`src/rtl/camera_tracker.sv`:
```
// Camera tracker: maps the character's world y to a screen index
// by repeated subtraction, and commits a new screen after it persists.
module camera_tracker #(
    parameter int PHY_WIDTH    = 14,
    parameter int BLOCK_WIDTH  = 480,
    parameter int CHAR_WIDTH_Y = 32,
    parameter int MAX_SCREEN   = 31,
    parameter int HOLD_FRAMES  = 2
) (
    input  logic                 sys_clk,
    input  logic                 sys_rst,
    input  logic                 frame_start,
    input  logic [PHY_WIDTH-1:0] char_abs_y,
    output logic [4:0]           camera_y,
    output logic [PHY_WIDTH-1:0] camera_offset,
    output logic                 cam_change,
    output logic                 busy
);

    typedef enum logic [1:0] {
        IDLE,
        DIV,
        CHECK
    } state_t;

    localparam logic [PHY_WIDTH:0] HALF_W =
        (PHY_WIDTH+1)'(CHAR_WIDTH_Y / 2);
    localparam logic [PHY_WIDTH:0] BW_W =
        (PHY_WIDTH+1)'(BLOCK_WIDTH);
    localparam logic [PHY_WIDTH-1:0] BW_P =
        PHY_WIDTH'(BLOCK_WIDTH);
    localparam logic [4:0] MAX_Q  = 5'(MAX_SCREEN);
    localparam logic [3:0] HOLD_P = 4'(HOLD_FRAMES);

    state_t               state_q, state_d;
    logic [PHY_WIDTH:0]   rem_q, rem_d;
    logic [4:0]           quot_q, quot_d;
    logic [4:0]           pend_target_q, pend_target_d;
    logic [3:0]           hold_cnt_q, hold_cnt_d;
    logic [4:0]           cam_y_q, cam_y_d;
    logic [PHY_WIDTH-1:0] cam_off_q, cam_off_d;
    logic                 cam_chg_q, cam_chg_d;
    logic                 busy_q, busy_d;
    logic [PHY_WIDTH-1:0] off_w;

    // Constant multiply; the quotient is already bounded by MAX_SCREEN
    assign off_w = PHY_WIDTH'(quot_q) * BW_P;

    always_comb begin
        state_d       = state_q;
        rem_d         = rem_q;
        quot_d        = quot_q;
        pend_target_d = pend_target_q;
        hold_cnt_d    = hold_cnt_q;
        cam_y_d       = cam_y_q;
        cam_off_d     = cam_off_q;
        cam_chg_d     = 1'b0;
        unique case (state_q)
            IDLE: begin
                if (frame_start) begin
                    rem_d   = {1'b0, char_abs_y} + HALF_W;
                    quot_d  = 5'd0;
                    state_d = DIV;
                end
            end
            DIV: begin
                if (rem_q >= BW_W && quot_q < MAX_Q) begin
                    rem_d  = rem_q - BW_W;
                    quot_d = quot_q + 5'd1;
                end else begin
                    state_d = CHECK;
                end
            end
            CHECK: begin
                state_d = IDLE;
                if (quot_q == cam_y_q) begin
                    hold_cnt_d = 4'd0;
                end else begin
                    if (quot_q != pend_target_q) begin
                        pend_target_d = quot_q;
                        hold_cnt_d    = 4'd1;
                    end else if (hold_cnt_q != 4'hF) begin
                        hold_cnt_d = hold_cnt_q + 4'd1;
                    end
                    if (hold_cnt_d >= HOLD_P) begin
                        cam_y_d    = quot_q;
                        cam_off_d  = off_w;
                        hold_cnt_d = 4'd0;
                        cam_chg_d  = 1'b1;
                    end
                end
            end
            default: state_d = IDLE;
        endcase
        busy_d = (state_d != IDLE);
    end

    always_ff @(posedge sys_clk or posedge sys_rst) begin
        if (sys_rst) begin
            state_q       <= IDLE;
            rem_q         <= '0;
            quot_q        <= '0;
            pend_target_q <= '0;
            hold_cnt_q    <= '0;
            cam_y_q       <= '0;
            cam_off_q     <= '0;
            cam_chg_q     <= 1'b0;
            busy_q        <= 1'b0;
        end else begin
            state_q       <= state_d;
            rem_q         <= rem_d;
            quot_q        <= quot_d;
            pend_target_q <= pend_target_d;
            hold_cnt_q    <= hold_cnt_d;
            cam_y_q       <= cam_y_d;
            cam_off_q     <= cam_off_d;
            cam_chg_q     <= cam_chg_d;
            busy_q        <= busy_d;
        end
    end

    assign camera_y      = cam_y_q;
    assign camera_offset = cam_off_q;
    assign cam_change    = cam_chg_q;
    assign busy          = busy_q;

endmodule
```
`config.mk`:
```
export PLATFORM = sky130hd
export DESIGN_NAME = camera_tracker
export DESIGN_NICKNAME = d
export VERILOG_FILES = /design/src/rtl/camera_tracker.sv
export SDC_FILE = /design/constraint.sdc
export NUM_CORES = 1
export LEC_CHECK = 0
export ABC_CLOCK_PERIOD_IN_PS = 4200
export BUFFER_PORTS_ARGS = -buffer_cell sky130_fd_sc_hd__clkbuf_2
export CORE_MARGIN = 2
export CORE_UTILIZATION = 58
export CTS_BUF_LIST = sky130_fd_sc_hd__clkbuf_4 sky130_fd_sc_hd__clkbuf_8 sky130_fd_sc_hd__clkbuf_16
export CTS_CLUSTER_SIZE = 12
export DETAILED_ROUTE_END_ITERATION = 6
export HOLD_SLACK_MARGIN = 0.05
export PLACE_DENSITY = 0.88
export SLEW_MARGIN = 20
export SYNTH_ARGS = -nofsm -noshare
export SYNTH_HDL_FRONTEND = slang
export SYNTH_SLANG_ARGS = --single-unit
```
`constraint.sdc`:
```
create_clock -name sys_clk -period 4.2 [get_ports sys_clk]
set_clock_uncertainty 0.2 [all_clocks]
set_input_delay 1.26 -clock sys_clk [delete_from_list [all_inputs] [get_ports sys_clk]]
set_output_delay 1.26 -clock sys_clk [all_outputs]
set_load 0.05 [all_outputs]
```
# Yosys cells after proc, flatten, opt, wreduce, memory -nomap -nowiden
# Index checks and enable logic that the tools add are counted.
[totals]
ff_bits = 47
latch_bits = 0
mem_bits_rw = 0
romBits = 0
word_cells = 50
mem_count = 0
[op_classes]
add_sub_neg = 4
multipliers = 1
n_div = 0
magnitude_cmp = 3
eq_ne = 7
shift = 0
mux = 18
n_bitwise = 1
reduce_logical = 7
[op_table]
columns = ["operator", "n"]
rows = [
  ["15-bit two-way mux", 2],
  ["15-bit one-hot mux with 2 select lines", 1],
  ["4-bit two-way mux", 6],
  ["14-bit by 5-bit adder with 15-bit output, second input constant", 1],
  ["15-bit by 9-bit greater-or-equal comparator with 1-bit output, second input constant", 1],
  ["15-bit by 9-bit subtractor with 15-bit output, second input constant", 1],
  ["5-bit two-way mux", 2],
  ["5-bit one-hot mux with 2 select lines", 1],
  ["5-bit by 4-bit multiplier with 9-bit output, second input constant", 1],
  ["3-bit AND reduction", 3],
  ["5-bit by 1-bit adder with 5-bit output, second input constant", 1],
  ["5-bit equality test", 1],
  ["5-bit less-than comparator, second input constant", 1],
  ["5-bit != test", 1],
  ["4-bit by 1-bit adder with 4-bit output, second input constant", 1],
  ["4-bit by 2-bit greater-or-equal comparator with 1-bit output, second input constant", 1],
  ["2-bit two-way mux", 2],
  ["2-bit != test, second input constant", 2],
  ["4-bit != test, second input constant", 1],
  ["2-bit one-hot mux with 2 select lines", 1],
  ["2-bit nonzero test", 2],
  ["1-bit two-way mux", 3],
  ["2-bit by 1-bit equality test with 1-bit output, second input constant", 1],
  ["2-bit equality test, second input constant", 1],
  ["other kinds (3)", 3],
]

# Longest topological paths before layout
# Gate-level depths: netlist of the first run.
[depth]
word_depth = 9
ltp_mapped = 11
ltp_nobuf = 10

# Least setup slack after synthesis of the first run
# Ideal clock, no wire load.
[synth_path]
path_kind = "reg-to-reg"
start = "reg quot_q[1]"
end = "reg cam_off_q[13] (netlist: camera_offset[13])"
t_arrival_ns = 2.691
required_ns = 3.875
slack_ns = 1.185
stages_incl_launch_ff = 9
n_path_buf = 0
synth_period_minus_slack_ns = 3.015
path_cell_list = "dfrtp_1 fa_1 fa_1 fa_1 a21oi_1 o211ai_1 a21oi_1 xnor2_1 mux2_2"
[synth_via]
elab_chain_len = 6
elab_cells_between_ends = 9
classes_between = "mul: 1; order compare: 1; eq/ne: 2; mux: 3; bitwise: 1; reduce/logical: 1"
[synth_lines]
columns = ["item", "line_no", "rtl"]
rows = [
  ["start: declaration", "37", "logic [4:0] quot_q, quot_d;"],
  ["start signal: assignment", "112", "quot_q <= quot_d;"],
  ["parallel branches: the longest is 6 deep, another holds 5-bit by 4-bit multiplier with 9-bit output", "n/a", ""],
  ["end signal: assignment", "116", "cam_off_q <= cam_off_d;"],
  ["end: declaration", "41", "logic [PHY_WIDTH-1:0] cam_off_q, cam_off_d;"],
]
# Parallel ways; which one is timed is not known. The select of a mux whose other input is x is not followed.
# A chain may end at the register's enable or synchronous reset.

# Final worst setup path of the first run
[layout_path]
start = "reg quot_q[2]"
end = "reg cam_off_q[13] (netlist: camera_offset[13])"
# The elaborated chain is that of the path after synthesis.

==> results of run 1 <==
==> power by group through the flow <==
stage          Combinational (W)  Clock [W]  Sequential [W]
6_report                 0.00104   0.000289        0.000733
2_1_floorplan           0.000835          0        0.000698
3_3_place_gp            0.000962          0        0.000725
4_1_cts                  0.00103   0.000292        0.000730
5_1_grt                  0.00118   0.000309        0.000755
3_5_place_dp             0.00102          0        0.000737
==> synth_stat cells, types with 2 or more instances <==
cell type,n
mux2_2,18
and2_1,5
o31ai_1,5
clkbuf_1,5
nand4_1,2
xor2_1,10
nand3_1,11
nor2b_1,4
a21oi_1,15
inv_1,14
o211ai_1,7
xnor2_1,11
nand2b_1,2
and3_1,2
o21ai_0,14
buf_2,6
nand2_1,31
dfrtp_1,46
nor3_1,7
a31oi_1,3
buf_4,6
ha_1,17
o311ai_0,3
or4_1,2
fa_1,7
nor2_1,17
==> kinds of logic after synthesis <==
| logic type | after synthesis |
|---|---|
| AND/OR/NAND/NOR | 89 |
| AO/OA/AOI/OAI | 55 |
| flip-flops | 46 |
| buffers and inverters | 33 |
| adder cells (fa/ha/maj) | 24 |
| XOR/XNOR | 21 |
| multiplexers | 20 |
| other | 1 |
==> final timing paths <==
kind                                      to  depth (start not counted)
max                        camera_offset[13]                          8
min                                 rem_q[1]                          2
max reg2reg                camera_offset[13]                          8
min reg2reg                         rem_q[1]                          2
max in group asynchronous           rem_q[5]                          2
min in group asynchronous          rem_q[13]                          2
==> flip-flops by register name, indices dropped and copies added, names as in the netlist <==
register and cells:
state_q 2, quot_q 5, camera_y 5, camera_offset 8
rem_q 15, pend_target_q 5, hold_cnt_q 4, busy 1
cam_change 1
==> layer usage <==
metal  part of all wire  GRT usage  up-vias
met2               0.48     0.3569       76
met3              0.049    0.04607       11
li1                   -          -     1037
met1               0.45     0.3065     1023
met4              0.022     0.1012        0
met5                  0          0        -
==> through the flow <==
| stage | total power (W) | hold slack (ns) | cell area [µm²] | setup WS [ns] |
|---|---|---|---|---|
| global placement | 0.001688 | 0.2611 | 3037 | 0.9973 |
| floorplan | 0.001532 | 0.2466 | 2890 | 1.185 |
| CTS | 0.002057 | 0.3011 | 3132 | 0.8884 |
| finish | 0.002060 | 0.2937 | 3132 | 0.8878 |
| global route | 0.002242 | 0.3368 | 3132 | 0.7013 |
| detailed placement | 0.001757 | 0.2801 | 3037 | 0.9132 |
==> cell type report <==
class | count | share of cell area
Clock buffer | 7 | 0.02877
Clock inverter | 1 | 0.001598
Inverter | 15 | 0.01798
Multi-Input combinational cell | 214 | 0.5038
Sequential cell | 46 | 0.3676
Tap cell | 67 | 0.02677
Timing Repair Buffer | 33 | 0.05354
==> worst max-delay path, cell delays in order (launching register included) <==
cell and delay [ns]:
dfrtp_1 0.68, fa_1 0.55, fa_1 0.51, fa_1 0.43
a21oi_1 0.20, o211ai_1 0.12, a21oi_1 0.18, xnor2_1 0.07
mux2_2 0.25
==> metrics.cfg, run 1 <==
[outcome]
outcome = complete, no violations

[placed_design]
dp_hpwl_um = 3980
dp.cells = 375
place.gp.congestion = 0.8790
port_buffers = 32

[floorplan]
die_w_um = 74.41
die_area_um2 = 5537
row_count = 25
io_pins = 38
die_h_um = 74.41
core_um2 = 4755
initial_core_util = 0.6047

[job]
cap_violations = 0

[logic_synthesis]
seq_area_frac_synth = 0.4003
synth_area_leader_cell = dfrtp_1
synth_top_family_by_area = simple AND/OR/NAND/NOR gates
synthAdderAreaFrac = 0.1227
synth_edf_count = 0
synthCells = 289
yosys_warnings = 0
ys_ff_latch = 46
synthMuxAreaShare = 0.07920
synthXorXnorAreaFrac = 0.06397
ys_types = 45
synth_top_area_share = 0.4003
syn_avg_cell_area_um2 = 9.949
syn-cell-area_um2 = 2875
synth_compound_area_frac = 0.1236
synth.top_cells.by_area = dfrtp_1 40%, ha_1 7.4%, mux2_2 7.0%, fa_1 4.9%, nand2_1 4.0%
synth_flop_cell = dfrtp_1
synth-async-reset-ratio = 1.000
yosys.area_share.simple = 0.1527

[layout]
final_common_cell = dfrtp_1
fillers = 406
final_cell_mix = 46 x dfrtp_1, 32 x clkbuf_2, 31 x nand2_1, 18 x mux2_2
layout-drive-gt1-share = 0.2152
utilization = 0.6587
antennaDiodeCount = 0
final-seq-area_um2 = 1151
multiInputGateArea_um2 = 1578
post_layout_nonfiller_instances = 383
area_growth_pct = 8.921
layout.nets = 356

[sta]
max_freq_ghz = 0.3019
tightestPinTransition_ns = 0.9488
finalCritPeriodShare = 0.7886
fin_setup_tns_ns = 0
setup_violations = 0
rsz0062_at_grt = no
slew_violations = 0
maxSlewHeadroom = 0.3665
hold_viol = 0
period_minus_slack_ns = 3.312

[power_and_ir_drop]
vdd_drop_max_v = 0.0005016
pwr-share-clk = 0.140
p_seq_frac = 0.356
p_sw_w = 0.0009164
power_frac_comb = 0.504
internal-power_w = 0.001144
power-per-cell-area_nw_per_um2 = 657.9
switching_share = 0.4448
p_leak_nw = 1.527

[clock_tree]
htree_levels = 2
clk_path_buf_depth = 2
clkLatencyLatePin_ns = 0.30
clock_sinks = 46
postCtsSetupBuffers = 0
post_cts_resized = 0
cts_made_buffers = 5
cts_root_buf = clkbuf_8
cts_tree = built
cts_hold_buf = 0
clkTransAtPathRegs_ns = 0.08

[worst_setup_path]
cp.required_ns = 4.19
path_class = register to register
reg2reg_slack_ns = 0.89
cp_max_fo = 13
crit_start = quot_q[2]
r2r-start = quot_q[2]
end_kind = register
crit_arrival_ns = 3.30
worstSetupStartpointType = register

[grt]
track_usage = 0.2274
grt_pass1_wl_um = 9646
overflow = 0
first_global_vias = 2111
grt_max_degree = 47
antenna_found_initial = 0

[drt]
routed_wl_um = 5621
vias_per_cell = 5.606
ant_nets = 0
wl_per_cell_um = 14.68
via_count = 2147
remaining_drc_errors = 0
first_pass_iters = 4
first_iter_violations = 164

[worst_hold_path]
hold_path.class = register to register
hold_start = rem_q[1]

Power figures use the tool's default switching activity.
==> run 2, diff against run 1 <==
--- a/config.mk
+++ b/config.mk
@@ -5,15 +5,16 @@
 export SDC_FILE = /design/constraint.sdc
 export NUM_CORES = 1
 export LEC_CHECK = 0
-export ABC_CLOCK_PERIOD_IN_PS = 4200
+export ABC_AREA = 1
+export ABC_CLOCK_PERIOD_IN_PS = 3250
 export BUFFER_PORTS_ARGS = -buffer_cell sky130_fd_sc_hd__clkbuf_2
 export CORE_MARGIN = 2
-export CORE_UTILIZATION = 58
+export CORE_UTILIZATION = 59
 export CTS_BUF_LIST = sky130_fd_sc_hd__clkbuf_4 sky130_fd_sc_hd__clkbuf_8 sky130_fd_sc_hd__clkbuf_16
 export CTS_CLUSTER_SIZE = 12
 export DETAILED_ROUTE_END_ITERATION = 6
 export HOLD_SLACK_MARGIN = 0.05
-export PLACE_DENSITY = 0.88
+export PLACE_DENSITY = 0.89
 export SLEW_MARGIN = 20
 export SYNTH_ARGS = -nofsm -noshare
 export SYNTH_HDL_FRONTEND = slang
==> constraint.sdc (replaced) <==
create_clock -name sys_clk -period 3.25 [get_ports sys_clk]
set_clock_uncertainty 0.2 [all_clocks]
set_input_delay 0.975 -clock sys_clk [delete_from_list [all_inputs] [get_ports sys_clk]]
set_output_delay 0.975 -clock sys_clk [all_outputs]
set_load 0.05 [all_outputs]
==> metrics.cfg, run 2 <==
[outcome]
outcome = complete, no violations

[drt]
vias_per_cell = 5.277  ; -5.9%
via_count = 2876  ; +34%
ant_nets = 0  ; unchanged
wl_per_cell_um = 12.83  ; -13%
first_pass_iters = 7  ; +3
remaining_drc_errors = 0  ; unchanged
first_iter_violations = 184  ; +12%
routed_wl_um = 6991  ; +24%

[power_and_ir_drop]
vdd_drop_max_v = 0.0005816  ; +16%
p_leak_nw = 2.008  ; +31%
power-per-cell-area_nw_per_um2 = 780.2  ; +19%

[clock_tree]
clk_path_buf_depth = 2  ; unchanged
cts_tree = built
postCtsSetupBuffers = 0  ; unchanged
cts_hold_buf = 0  ; unchanged
clock_sinks = 46  ; unchanged
cts_root_buf = clkbuf_8
clkLatencyLatePin_ns = 0.31  ; about the same
cts_made_buffers = 5  ; unchanged
post_cts_resized = 0  ; unchanged
clkTransAtPathRegs_ns = 0.09  ; about the same
htree_levels = 2  ; unchanged

[sta]
holdWs_ns = 0.2832  ; -0.01045 ns
finalCritPeriodShare = 0.9071  ; +0.1184
hold_viol = 0  ; unchanged
rsz0062_at_grt = no
slew_violations = 0  ; unchanged
maxSlewHeadroom = 0.4945  ; +0.1279
fin_setup_tns_ns = 0  ; unchanged
setup_violations = 0  ; unchanged
finalWorstSetupSlack_ns = 0.3020  ; -0.5858 ns
tightestPinTransition_ns = 0.7562  ; -0.1926 ns
period_minus_slack_ns = 2.948  ; -0.3642 ns
max_freq_ghz = 0.3392  ; +12%

[logic_synthesis]
synthCells = 442  ; +53%
synth-async-reset-ratio = 1.000  ; unchanged
syn-cell-area_um2 = 3224  ; +12%
seq_area_frac_synth = 0.3570  ; -0.04334
synth.top_cells.by_area = dfrtp_1 36%, nand2_1 19%, nand3_1 7.6%, ha_1 6.6%, inv_1 4.7%
synth_flop_cell = dfrtp_1
synth_edf_count = 0  ; unchanged
yosys_warnings = 0  ; unchanged
ys_ff_latch = 46  ; unchanged
synth_common_cells = 161 x nand2_1, 49 x nand3_1, 46 x dfrtp_1
synth_top_area_share = 0.3570  ; -0.04334
syn_avg_cell_area_um2 = 7.295  ; -27%
synth.most_common_cell = nand2_1
synth_area_leader_cell = dfrtp_1
ys_types = 29  ; -36%

[layout]
post_layout_nonfiller_instances = 545  ; +42%
regMostFlops = rem_q
antennaDiodeCount = 0  ; unchanged
final_cell_mix = 161 x nand2_1, 49 x nand3_1, 46 x dfrtp_1, 39 x inv_1, 36 x nor2_1
final_common_cell = nand2_1
largest_reg_flops = 15  ; unchanged
area_growth_pct = 9.274
layout-drive-gt1-share = 0.1474  ; -0.06782
fillers = 420  ; +3.4%
layout.nets = 515  ; +45%

[floorplan]
core_um2 = 5205  ; +9.5%
die_w_um = 77.93  ; +4.7%
initial_core_util = 0.6195  ; +0.01473
row_count = 26  ; +4.0%
die_area_um2 = 6072  ; +9.7%
io_pins = 38  ; unchanged
die_h_um = 77.93  ; +4.7%

[worst_setup_path]
path_delay_family = adder cells
crit_path_frequent_cell = nand2_1
reg2reg_slack_ns = 0.30  ; -0.59 ns
critPathMaxStageDelay_ns = 0.62  ; -0.06 ns
crit_arrival_ns = 3.00  ; -0.30 ns
cp.required_ns = 3.31  ; -0.88 ns
worstSetupStartpointType = register
cp_max_fo = 10  ; -3
critPathSlowestCell = fa_1
cp_cell_sequence = fa_1 -> fa_1 -> ha_1 -> a21oi_1 -> or2_2 -> nand3_1 -> nand2_1 -> nand2_1 -> nand2_1 -> nand2_1
end_kind = register
cp.buffers_inverters = 0  ; unchanged
path_class = register to register

[grt]
grt_pass1_wl_um = 12080  ; +25%
grt_max_degree = 29  ; -38%
track_usage = 0.2499  ; +0.02246
antenna_found_initial = 0  ; unchanged
first_global_vias = 2783  ; +32%
overflow = 0  ; unchanged

[placed_design]
post-place-ws_ns = 0.3274  ; -0.5858 ns
port_buffers = 32  ; unchanged
dp_hpwl_um = 5155  ; +30%
dp.cells = 537  ; +43%
place.gp.congestion = 0.9084  ; +3.3%

[job]
cap_violations = 0  ; unchanged

[worst_hold_path]
hold_path.class = register to register

-- run 2: cell count changes after synthesis, sizes merged, moves of 4 or more --
| cell | delta |
|---|---|
| nand4 | +6 |
| nor2b | -4 |
| a31oi | -4 |
| nor2 | +22 |
| nand3 | +39 |
| a21oi | -7 |
| nand2 | +134 |
| xnor2 | -6 |
| o31ai | -5 |
| nor3 | -7 |
| o211ai | -7 |
| and2 | -5 |
| inv | +32 |
| mux2 | -15 |
-- run 2: final cells by class --
type | count | area [µm²] | share of cell area
clock buffer | 7 | 96.34 | 0.02734
clock inverter | 1 | 8.758 | 0.002486
inverter | 47 | 176.4 | 0.05007
multi-input combinational | 335 | 1790 | 0.5082
sequential | 46 | 1151 | 0.3267
tap | 70 | 87.58 | 0.02486
timing repair buffer | 39 | 212.7 | 0.06037
-- run 2: per-stage QoR --
step,utilization,area [µm²],total power (W)
6_report,0.6769,3523,0.002749
5_1_grt,0.6769,3523,0.002999
4_1_cts,0.6769,3523,0.002744
3_5_place_dp,0.6567,3418,0.002334
3_3_place_gp,0.6567,3418,0.002260
2_1_floorplan,-,3239,0.002034
-- run 2: kinds of logic (layout without fill, tap and decap cells) --
family	after synthesis	count (layout)	share of synthesized area
mux	4	4	0.01397
xor+xnor	13	13	0.03764
fa+ha+maj	24	24	0.1094
compound gates	22	22	0.03492
simple gates	267	267	0.3535
buf+inv	65	94	0.09235
flops	46	46	0.3570
other cells	1	5	0.001163
-- run 2: per-layer routing --
layer	part of all wire	track usage	vias to the layer above	wire length, µm
li1	-	-	1442	-
met1	0.46	0.3213	1332	3200
met2	0.47	0.4086	81	3289
met3	0.043	0.04419	21	301
met5	0	0	-	0
met4	0.028	0.1193	0	199
-- run 2: worst paths after layout --
kind                                           to  depth (start not counted)              start
worst max-delay path            camera_offset[12]                         10          quot_q[1]
worst min-delay path            camera_offset[11]                          2  camera_offset[11]
worst max register to register  camera_offset[12]                         10          quot_q[1]
worst min register to register  camera_offset[11]                          2  camera_offset[11]
max in group asynchronous                rem_q[1]                          3            sys_rst
min in group asynchronous        pend_target_q[2]                          2            sys_rst
-- run 2: tightest hold or removal path: stages, from the launching register on --
cell     delay [ns]
dfrtp_1        0.35
nand2_1        0.06
nand2_1        0.05
-- run 2: report_power, final --
group	switching [W]	internal [W]	total [W]
logic	0.000922	0.000520	0.00144
registers	0.000177	0.000730	0.000908
clock network	0.000204	0.000195	0.000399
==> run 3, diff against run 2 <==
--- a/config.mk
+++ b/config.mk
@@ -9,12 +9,12 @@
 export ABC_CLOCK_PERIOD_IN_PS = 3250
 export BUFFER_PORTS_ARGS = -buffer_cell sky130_fd_sc_hd__clkbuf_2
 export CORE_MARGIN = 2
-export CORE_UTILIZATION = 59
+export CORE_UTILIZATION = 50
 export CTS_BUF_LIST = sky130_fd_sc_hd__clkbuf_4 sky130_fd_sc_hd__clkbuf_8 sky130_fd_sc_hd__clkbuf_16
 export CTS_CLUSTER_SIZE = 12
 export DETAILED_ROUTE_END_ITERATION = 6
 export HOLD_SLACK_MARGIN = 0.05
-export PLACE_DENSITY = 0.89
+export PLACE_DENSITY = 0.78
 export SLEW_MARGIN = 20
 export SYNTH_ARGS = -nofsm -noshare
 export SYNTH_HDL_FRONTEND = slang
==> metrics.cfg, run 3 (same netlist as run 2, synthesis figures left out) <==
[outcome]
outcome = complete, no violations

[drt]
first_pass_iters = 4  ; -3
routed_wl_um = 6591  ; -5.7%
vias_per_cell = 5.078  ; -3.8%
first_iter_violations = 139  ; -24%
ant_nets = 0  ; unchanged
wl_per_cell_um = 11.96  ; -6.7%
remaining_drc_errors = 0  ; unchanged
via_count = 2798  ; -2.7%

[layout]
fillers = 577  ; +37%
regMostFlops = rem_q
final-seq-area_um2 = 1151  ; unchanged
area_growth_pct = 9.779
multiInputGateArea_um2 = 1790  ; unchanged
layout-drive-gt1-share = 0.1456  ; -0.001799
final_common_cell = nand2_1
largest_reg_flops = 15  ; unchanged
utilization = 0.5639  ; -0.1130
final_cell_mix = 161 x nand2_1, 49 x nand3_1, 46 x dfrtp_1, 39 x inv_1, 36 x nor2_1
layout.nets = 515  ; unchanged
antennaDiodeCount = 0  ; unchanged

[worst_setup_path]
crit_path_frequent_cell = nand2_1
crit_start = quot_q[2]
critPathSlowestCell = dfrtp_1
cp_cell_sequence = inv_2 -> fa_1 -> inv_1 -> ha_1 -> ha_1 -> nand2_1 -> or2_2 -> nand3_1 -> nand2_1 -> nand2_1 -> nand2_1 -> nand2_1
r2r-start = quot_q[2]
path_class = register to register
crit_end = camera_offset[12]
end_kind = register
worstRegToRegCells = 12  ; +2
crit_arrival_ns = 2.95  ; -0.05 ns
cp.required_ns = 3.29  ; -0.02 ns
cp_max_fo = 10  ; unchanged
r2r_end = camera_offset[12]
worstSetupStartpointType = register
critPathMaxStageDelay_ns = 0.59  ; -0.03 ns
reg2reg_slack_ns = 0.34  ; +0.04 ns

[floorplan]
initial_core_util = 0.5137  ; -0.1058
die_w_um = 84.31  ; +8.2%
die_h_um = 84.31  ; +8.2%
io_pins = 38  ; unchanged
core_um2 = 6277  ; +21%
die_area_um2 = 7107  ; +17%
row_count = 29  ; +12%

[grt]
first_global_vias = 2618  ; -5.9%
overflow = 0  ; unchanged
grt_max_degree = 19  ; -34%
antenna_found_initial = 0  ; unchanged
track_usage = 0.1961  ; -0.05374
grt_pass1_wl_um = 11440  ; -5.3%

[sta]
slew_violations = 0  ; unchanged
rsz0062_at_grt = no
fin_setup_tns_ns = 0  ; unchanged
finalCritPeriodShare = 0.8942  ; -0.01292
setup_violations = 0  ; unchanged
period_minus_slack_ns = 2.906  ; -0.04198 ns
finalWorstSetupSlack_ns = 0.3440  ; +0.04198 ns
hold_viol = 0  ; unchanged
tightestPinTransition_ns = 0.6692  ; -0.08703 ns
maxSlewHeadroom = 0.5534  ; +0.05895
max_freq_ghz = 0.3441  ; +1.4%

[placed_design]
place.gp.congestion = 0.8579  ; -5.6%
port_buffers = 32  ; unchanged
dp_hpwl_um = 5072  ; -1.6%
post-place-ws_ns = 0.3649  ; +0.03746 ns

[clock_tree]
cts_root_buf = clkbuf_8
cts_made_buffers = 5  ; unchanged
postCtsSetupBuffers = 0  ; unchanged
clkLatencyLatePin_ns = 0.29  ; -0.02 ns
cts_tree = built
htree_levels = 2  ; unchanged
post_cts_resized = 0  ; unchanged
clock_sinks = 46  ; unchanged
clk_path_buf_depth = 2  ; unchanged
clkTransAtPathRegs_ns = 0.09  ; about the same
cts_hold_buf = 0  ; unchanged

[power_and_ir_drop]
p_leak_nw = 2.011  ; +0.14%
power-per-cell-area_nw_per_um2 = 779.1  ; -0.14%
vdd_drop_max_v = 0.0005421  ; -6.8%

[worst_hold_path]
hold_path.class = register to register
hold_path_depth = 2  ; unchanged

[job]
cap_violations = 0  ; unchanged

-- run 3: cell types whose count changed in the layout (fill, tap and decap cells not counted) --
cell	previous run	this run
bufinv_16	0	1
clkinv_4	1	0
clkbuf_8	7	6
-- run 3: per-stage QoR --
step	power, W	hold WS (ns)	std cells	area [µm²]
6_report	0.002758	0.2724	551	3540
5_1_grt	0.003018	0.3126	551	3540
4_1_cts	0.002769	0.2804	551	3540
3_5_place_dp	0.002326	0.2584	544	3427
3_3_place_gp	0.002272	0.2532	544	3427
2_1_floorplan	0.002034	0.2537	446	3239
-- run 3: cell type report --
cell class,count,area share
Sequential cell,46,0.3252
Clock inverter,1,0.008484
Multi-Input combinational cell,335,0.5058
Clock buffer,6,0.02333
Tap cell,77,0.02722
Timing Repair Buffer,39,0.06009
Inverter,47,0.04984
-- run 3: routing by layer --
layer  wire (µm)  GRT usage  vias to the layer above
met5           0          0                        -
met4          72    0.04545                        0
met3         232    0.04031                        8
met2        3183     0.3377                       51
met1        3102     0.2551                     1302
li1            -          -                     1437
-- run 3: worst max-delay path: cells and delay by family (launching register included) --
kind                     cells  cell delay, ns
adder cells (fa/ha/maj)      3            1.22
AND/OR/NAND/NOR              7            0.70
flip-flops                   1            0.59
buffers and inverters        2            0.16
-- run 3: worst min path at each step --
| stage | startpoint | to | slack, ns |
|---|---|---|---|
| after floorplan | rem_q[4] | rem_q[4] | 0.25 |
| after global placement | camera_offset[7] | camera_offset[7] | 0.25 |
| after detailed placement | camera_offset[10] | camera_offset[10] | 0.26 |
| after CTS | camera_offset[7] | camera_offset[7] | 0.28 |
| after global routing | rem_q[0] | rem_q[0] | 0.31 |
| final | camera_offset[6] | camera_offset[6] | 0.27 |
-- run 3: power breakdown --
group / switching [W] / total [W] / internal [W]
logic: 0.000906 / 0.00142 / 0.000516
clock network: 0.000187 / 0.000433 / 0.000246
registers: 0.000171 / 0.000901 / 0.000731
total: 0.00126 / 0.00276 / 0.00149
